File: src/rtl/ahb_pkg.sv
// Shared AHB-Lite encodings, initiator FSM states and the size-to-compare-mask helper.
package ahb_pkg;

    localparam logic [1:0] HTRANS_IDLE   = 2'b00;
    localparam logic [1:0] HTRANS_NONSEQ = 2'b10;

    localparam logic [2:0] HSIZE_BYTE = 3'b000;
    localparam logic [2:0] HSIZE_HALF = 3'b001;
    localparam logic [2:0] HSIZE_WORD = 3'b010;

    localparam logic [2:0] HBURST_SINGLE = 3'b000;

    typedef enum logic [2:0] {
        ST_IDLE    = 3'd0,
        ST_ADDR    = 3'd1,
        ST_DATA    = 3'd2,
        ST_RB_ADDR = 3'd3,
        ST_RB_DATA = 3'd4,
        ST_RESP    = 3'd5
    } cfg_state_t;

    // Bits that take part in the write/readback compare; sizes above a word compare everything.
    function automatic logic [31:0] size_mask(input logic [2:0] size);
        logic [31:0] mask;
        case (size)
            HSIZE_BYTE: mask = 32'h0000_00FF;
            HSIZE_HALF: mask = 32'h0000_FFFF;
            HSIZE_WORD: mask = 32'hFFFF_FFFF;
            default:    mask = 32'hFFFF_FFFF;
        endcase
        return mask;
    endfunction

endpackage

File: src/rtl/ahb_cfg_initiator.sv
// AHB-Lite manager turning one-shot register requests into single transfers,
// with optional write-then-readback verify and a saturating wait-state count.
module ahb_cfg_initiator
    import ahb_pkg::*;
#(
    parameter logic [3:0] HPROT_VAL = 4'b0011,
    parameter int         WAIT_W    = 8
) (
    input  logic              HCLK,
    input  logic              HRESET,
    // request side
    input  logic              req_valid,
    output logic              req_ready,
    input  logic              req_write,
    input  logic              req_verify,
    input  logic [31:0]       req_addr,
    input  logic [2:0]        req_size,
    input  logic [31:0]       req_wdata,
    // response side
    output logic              rsp_valid,
    output logic [31:0]       rsp_rdata,
    output logic              rsp_err,
    output logic              rsp_mismatch,
    output logic [WAIT_W-1:0] rsp_wait_cnt,
    // AHB-Lite manager port
    output logic [31:0]       HADDR,
    output logic [1:0]        HTRANS,
    output logic              HWRITE,
    output logic [2:0]        HSIZE,
    output logic [2:0]        HBURST,
    output logic [3:0]        HPROT,
    output logic [31:0]       HWDATA,
    input  logic [31:0]       HRDATA,
    input  logic              HREADY,
    input  logic              HRESP
);

    cfg_state_t        r_state;
    logic              r_write;
    logic              r_verify;
    logic [2:0]        r_size;
    logic [31:0]       r_wdata;
    logic [31:0]       r_rdata;
    logic              r_err;
    logic              r_mismatch;
    logic              r_rsp_valid;
    logic [WAIT_W-1:0] r_wait;
    logic [1:0]        r_htrans;
    logic [31:0]       r_haddr;
    logic              r_hwrite;
    logic [2:0]        r_hsize;
    logic [31:0]       r_hwdata;

    logic              w_accept;
    logic              w_bus_busy;
    logic              w_wait_inc;
    logic              w_rb_differs;

    // Ready only in IDLE, and never while reset is held.
    assign req_ready  = (r_state == ST_IDLE) && !HRESET;
    assign w_accept   = req_valid && req_ready;

    // Every state that owns an address or data phase counts stalled cycles.
    assign w_bus_busy = (r_state == ST_ADDR)    || (r_state == ST_DATA) ||
                        (r_state == ST_RB_ADDR) || (r_state == ST_RB_DATA);
    assign w_wait_inc = w_bus_busy && !HREADY && (r_wait != {WAIT_W{1'b1}});

    assign w_rb_differs = ((HRDATA ^ r_wdata) & size_mask(r_size)) != 32'd0;

    assign rsp_valid    = r_rsp_valid;
    assign rsp_rdata    = r_rdata;
    assign rsp_err      = r_err;
    assign rsp_mismatch = r_mismatch;
    assign rsp_wait_cnt = r_wait;

    assign HADDR  = r_haddr;
    assign HTRANS = r_htrans;
    assign HWRITE = r_hwrite;
    assign HSIZE  = r_hsize;
    assign HBURST = HBURST_SINGLE;
    assign HPROT  = HPROT_VAL;
    assign HWDATA = r_hwdata;

    // Saturating wait-state counter, cleared when a new request is taken.
    always_ff @(posedge HCLK) begin
        if (HRESET) begin
            r_wait <= '0;
        end else if (w_accept) begin
            r_wait <= '0;
        end else if (w_wait_inc) begin
            r_wait <= r_wait + 1'b1;
        end
    end

    // Sequence FSM with registered bus and response outputs.
    always_ff @(posedge HCLK) begin
        if (HRESET) begin
            r_state     <= ST_IDLE;
            r_write     <= 1'b0;
            r_verify    <= 1'b0;
            r_size      <= 3'd0;
            r_wdata     <= 32'd0;
            r_rdata     <= 32'd0;
            r_err       <= 1'b0;
            r_mismatch  <= 1'b0;
            r_rsp_valid <= 1'b0;
            r_htrans    <= HTRANS_IDLE;
            r_haddr     <= 32'd0;
            r_hwrite    <= 1'b0;
            r_hsize     <= 3'd0;
            r_hwdata    <= 32'd0;
        end else begin
            case (r_state)
                ST_IDLE: begin
                    if (w_accept) begin
                        r_write    <= req_write;
                        r_verify   <= req_write && req_verify;
                        r_size     <= req_size;
                        r_wdata    <= req_wdata;
                        r_rdata    <= 32'd0;
                        r_err      <= 1'b0;
                        r_mismatch <= 1'b0;
                        r_htrans   <= HTRANS_NONSEQ;
                        r_haddr    <= req_addr;
                        r_hwrite   <= req_write;
                        r_hsize    <= req_size;
                        r_state    <= ST_ADDR;
                    end
                end
                ST_ADDR: begin
                    if (HREADY) begin
                        r_htrans <= HTRANS_IDLE;
                        r_hwdata <= r_write ? r_wdata : 32'd0;
                        r_state  <= ST_DATA;
                    end
                end
                ST_DATA: begin
                    if (HREADY) begin
                        r_hwdata <= 32'd0;
                        if (HRESP) begin
                            // An errored write never goes on to readback.
                            r_err       <= 1'b1;
                            r_rsp_valid <= 1'b1;
                            r_state     <= ST_RESP;
                        end else if (!r_write) begin
                            r_rdata     <= HRDATA;
                            r_rsp_valid <= 1'b1;
                            r_state     <= ST_RESP;
                        end else if (r_verify) begin
                            r_htrans <= HTRANS_NONSEQ;
                            r_hwrite <= 1'b0;
                            r_state  <= ST_RB_ADDR;
                        end else begin
                            r_rsp_valid <= 1'b1;
                            r_state     <= ST_RESP;
                        end
                    end
                end
                ST_RB_ADDR: begin
                    if (HREADY) begin
                        r_htrans <= HTRANS_IDLE;
                        r_state  <= ST_RB_DATA;
                    end
                end
                ST_RB_DATA: begin
                    if (HREADY) begin
                        // On error the readback data is discarded so rdata stays 0.
                        if (HRESP) begin
                            r_err <= 1'b1;
                        end else begin
                            r_rdata    <= HRDATA;
                            r_mismatch <= w_rb_differs;
                        end
                        r_rsp_valid <= 1'b1;
                        r_state     <= ST_RESP;
                    end
                end
                ST_RESP: begin
                    r_rsp_valid <= 1'b0;
                    r_state     <= ST_IDLE;
                end
                default: begin
                    r_rsp_valid <= 1'b0;
                    r_htrans    <= HTRANS_IDLE;
                    r_state     <= ST_IDLE;
                end
            endcase
        end
    end

endmodule

File: config.mk
export PLATFORM = sky130hd
export DESIGN_NAME = ahb_cfg_initiator
export DESIGN_NICKNAME = d
export VERILOG_FILES = /design/src/rtl/ahb_pkg.sv /design/src/rtl/ahb_cfg_initiator.sv
export SDC_FILE = /design/constraint.sdc
export NUM_CORES = 1
export LEC_CHECK = 0
export BUFFER_PORTS_ARGS = -buffer_cell sky130_fd_sc_hd__buf_2
export CORE_MARGIN = 4
export CORE_UTILIZATION = 28
export DETAILED_ROUTE_END_ITERATION = 8
export HOLD_SLACK_MARGIN = 0.15
export PLACE_DENSITY_LB_ADDON = 0.1
export SYNTH_ARGS = -nofsm -noshare
export SYNTH_HDL_FRONTEND = slang
export SYNTH_SLANG_ARGS = --single-unit
File: constraint.sdc
create_clock -name HCLK -period 4.75 [get_ports HCLK]
set_input_delay 0 -clock HCLK [delete_from_list [all_inputs] [get_ports HCLK]]
set_output_delay 0 -clock HCLK [all_outputs]
set_load 0.02 [all_outputs]
==> key figures <==
Setup path
  – WP buf/inv: 2
  – Worst path depth: 7
  – Worst reg2reg path startpoint: r_state[1]$_SDFFE_PP0P_
  – Crit path from: r_state[1]$_SDFFE_PP0P_
  – Critical Path Source Type: register
  – Critical-path top delay cell: nor4_4
  – R2r setup slk: 2.01 ns
  – Worst Setup Path Type: register to register
  – Worst path cell trace: nand2b_1 > nor4_4 > buf_12 > nor2b_1 > a31oi_1 > dlygate4sd3_1 > nor2_1
  – Worst-path fanout max: just under 80
  – Critical Path End Type: register
  – Worst Path Required: 5.03 ns
  – CP arrival: around 3.0 ns
  – R2R Path End: r_verify$_SDFFE_PP0P_
  – Max incr delay on CP: just under 0.6 ns
  – CP top delay family: simple AND/OR/NAND/NOR gates
  – Reg2reg path depth: 7
  – Critical path endpoint: r_verify$_SDFFE_PP0P_

Global routing
  – Grt total ovfl: 0
  – Vias in the first global route: 5,809
  – GR Util All Layers: roughly 17%
  – Initial antenna violation count: 1
  – Largest net degree at the start of global routing: 79
  – First-pass GRT wire length: ~32,000 µm

Detailed routing
  – Iter 0 DRT Violations: 252
  – DR vias: 5,713
  – DRC: 0
  – Final wirelength: 19,800 µm
  – DRT Pass-1 Iters: 5
  – Post-DR vias/cell: 4.49
  – Avg WL per Cell: 15.6 µm
  – Antenna Nets Post-Route: 0

Logic synthesis
  – Post-synthesis xor/xnor area fraction: 6.17%
  – Post-synthesis sequential area ratio: 51.3%
  – Main combinational cell family by area after synthesis: simple AND/OR/NAND/NOR gates
  – Mux contribution to synthesized area: 0.172%
  – Top FF cell, synth: dfxtp_1
  – Mapped Cells: ~700
  – Top-area cell type share of the netlist area: 51.3%
  – Syn avg cell area: 8.52 µm²
  – Synth Register Bits: 149
  – Ranking of synthesized cells by area: dfxtp_1 (51%), nand2_1 (10%), xor2_1 (6.2%)
  – Warnings, synthesis: 0
  – Simple-gate portion of the synthesized area: 20.0%
  – Netlist Area Pre-Place: 5820 µm²
  – Post-synth ARST share: 0%
  – Netlist cell types: 47
  – Synth Area in Adders: 0.215%
  – Number of synthesized flops with an enable pin: 0
  – Complex-gate fraction of the synthesized area: between 15 and 20%
  – Most frequent cell after synthesis: nand2_1
  – Post-synthesis cell type with the largest combined area: dfxtp_1
  – Synth cell count leaders: nand2_1 (161), dfxtp_1 (149), o21ai_0 (67)

Final layout
  – Fill cells: slightly above 2,000
  – Synthesis-to-finish area growth: 50.6%
  – FF+latch area: 2980 µm²
  – Layout Nets: 1,097
  – Fin util: 43.0%
  – Share of layout cells above drive strength 1: 26.7%
  – Area of the multi-input gates: 2560 µm²
  – N_diodes: 0

Job
  – Max-cap check violation count: 0

Floorplanning
  – Starting Density: 28.6%
  – Die width: about 150 µm
  – Num ports: 227
  – Die area: 23,100 µm²
  – FP Rows: 52
  – Die height: 152 µm
  – Core area: between 20,000 and 25,000 µm²

Power and ir drop
  – Maximum vdd ir drop: between 0.0002 and 0.00025 V
  – Leak: 3.84 nW
  – Power per cell area: approximately 350 nW/µm²

STA
  – Final setup viols: 0
  – Hold Slack: a little under 0.2 ns
  – Slew headroom: approximately two fifths
  – Final clock skew: 0.0140 ns
  – RSZ-0062 raised after global routing: false
  – Final min period: ~2.7 ns
  – Max Clock Freq: 365 MHz
  – Hold Fails Final Rpt: 0
  – PnR worst setup slack: 2.01 ns
  – Final Max Slew Viols: 0
  – Crit share post-route: 57.7%
  – Least-Margin Pin Slew: 0.874 ns
  – TNS Setup: 0 ns

Clock tree
  – Clk buf depth: 2
  – Root Driver: clkbuf_16
  – Clk slew on worst S/H paths: 0.07 ns
  – Clk sinks: roughly 150
  – CTS Buf Count: 17
  – TritonCTS clock tree: built
  – H-tree Lvls: 4
  – Clk_lat worst skew: about 0.43 ns

Min path
  – HP Class: primary input to register

Outcome
  – Outcome: complete, no violations

Placed design
  – Pre-CTS setup slack: 2.06 ns
  – Gpl congestion: 0.761
  – Port bufs: 218
  – Dpl hpwl: 13,300 µm
[cells in the final DEF, fill, tap and decap left out, drive strengths merged, types with 2 or more instances in the layout]
| cell | synthesis | final |
|---|---|---|
| a21oi | 25 | 25 |
| a22o | 16 | 16 |
| a22oi | 33 | 33 |
| a311oi | 3 | 3 |
| and3 | 2 | 2 |
| buf | 28 | 226 |
| clkbuf | 30 | 17 |
| clkinv | 0 | 3 |
| clkinvlp | 0 | 3 |
| conb | 2 | 8 |
| dfxtp | 149 | 149 |
| dlygate4sd3 | 0 | 114 |
| inv | 4 | 13 |
| nand2 | 161 | 161 |
| nand2b | 2 | 2 |
| nand3 | 24 | 24 |
| nand4 | 6 | 6 |
| nor2 | 49 | 49 |
| nor2b | 2 | 2 |
| nor3 | 5 | 5 |
| nor3b | 3 | 3 |
| nor4 | 10 | 10 |
| o21ai | 71 | 71 |
| o31ai | 2 | 2 |
| xor2 | 41 | 41 |
[layout make-up]
class | instances | area share [%]
flip-flops and latches | 149 | 34.0
multi-input cells | 478 | 29.3
repair buffers | 340 | 26.3
clock buffers | 17 | 4.85
well taps | 270 | 3.85
clock inverters | 15 | 1.53
inverters | 4 | 0.171
[stage by stage]
step | total power, mW | instance area, µm² | std cells
4_1_cts | 3.10 | 8760 | 1273
3_3_place_gp | 1.72 | 7060 | 1127
3_5_place_dp | 1.72 | 7060 | 1127
6_report | 3.05 | 8760 | 1273
2_1_floorplan | 1.58 | 5840 | 689
5_1_grt | 3.21 | 8760 | 1273
[per-layer routing]
metal  routed length, µm  part of all wire (%)  global-route usage, %  up-vias
met5                  13                 0.066                      0        -
met4                 479                   2.4                   6.08        2
met3                1270                   6.4                   5.79       25
met2                9020                    45                   26.9      166
met1                9060                    46                   21.6     2594
li1                    -                     -                      -     2926
[state kept, by name, summed over array words and instances, names as in the netlist]
register	flops
r_state	3
rsp_mismatch	1
HADDR	32
HWRITE	1
rsp_valid	1
rsp_err	1
r_write	1
HWDATA	32
r_verify	1
HSIZE	3
rsp_rdata	32
rsp_wait_cnt	8
HTRANS	1
r_wdata	32
[where the power goes]
group | internal [mW] | total (mW) | switching (mW)
combinational | 0.177 | 0.405 | 0.229
clock | 0.691 | 1.29 | 0.596
sequential | 1.31 | 1.36 | 0.0504
[tightest hold or removal path: cells and delay by family]
family | cells | cell delay, ns
AO/OA/AOI/OAI | 1 | 0.13
buffers and inverters | 1 | 0.14
AND/OR/NAND/NOR | 3 | 0.30
[worst min-delay path by stage]
stage | depth (start not counted) | end | slack [ns] | start
floorplan | 2 | HADDR[0]$_SDFFE_PP0P_ | 0.11 | req_addr[0]
global placement | 3 | HADDR[26]$_SDFFE_PP0P_ | 0.20 | req_addr[26]
detailed placement | 3 | HADDR[12]$_SDFFE_PP0P_ | 0.20 | req_addr[12]
CTS | 5 | rsp_err$_SDFFE_PP0P_ | 0.17 | HRESET
global route | 5 | rsp_err$_SDFFE_PP0P_ | 0.21 | HRESET
finish | 5 | rsp_err$_SDFFE_PP0P_ | 0.20 | HRESET
[cells by family (layout without fill, tap and decap cells)]
kind of cell | Yosys count | in the layout
fa+ha+maj | 1 | 1
xor+xnor | 41 | 41
mux | 1 | 1
buf+inv | 62 | 376
compound gates | 156 | 156
other cells | 2 | 8
simple gates | 271 | 271
flops | 149 | 149
[repair_timing]
item	CTS	global route
endpoints found under the hold margin	108	0
buffers inserted	0	0
hold buffers	114	0
gates resized for setup	0	0
Power figures use the tool's default switching activity.
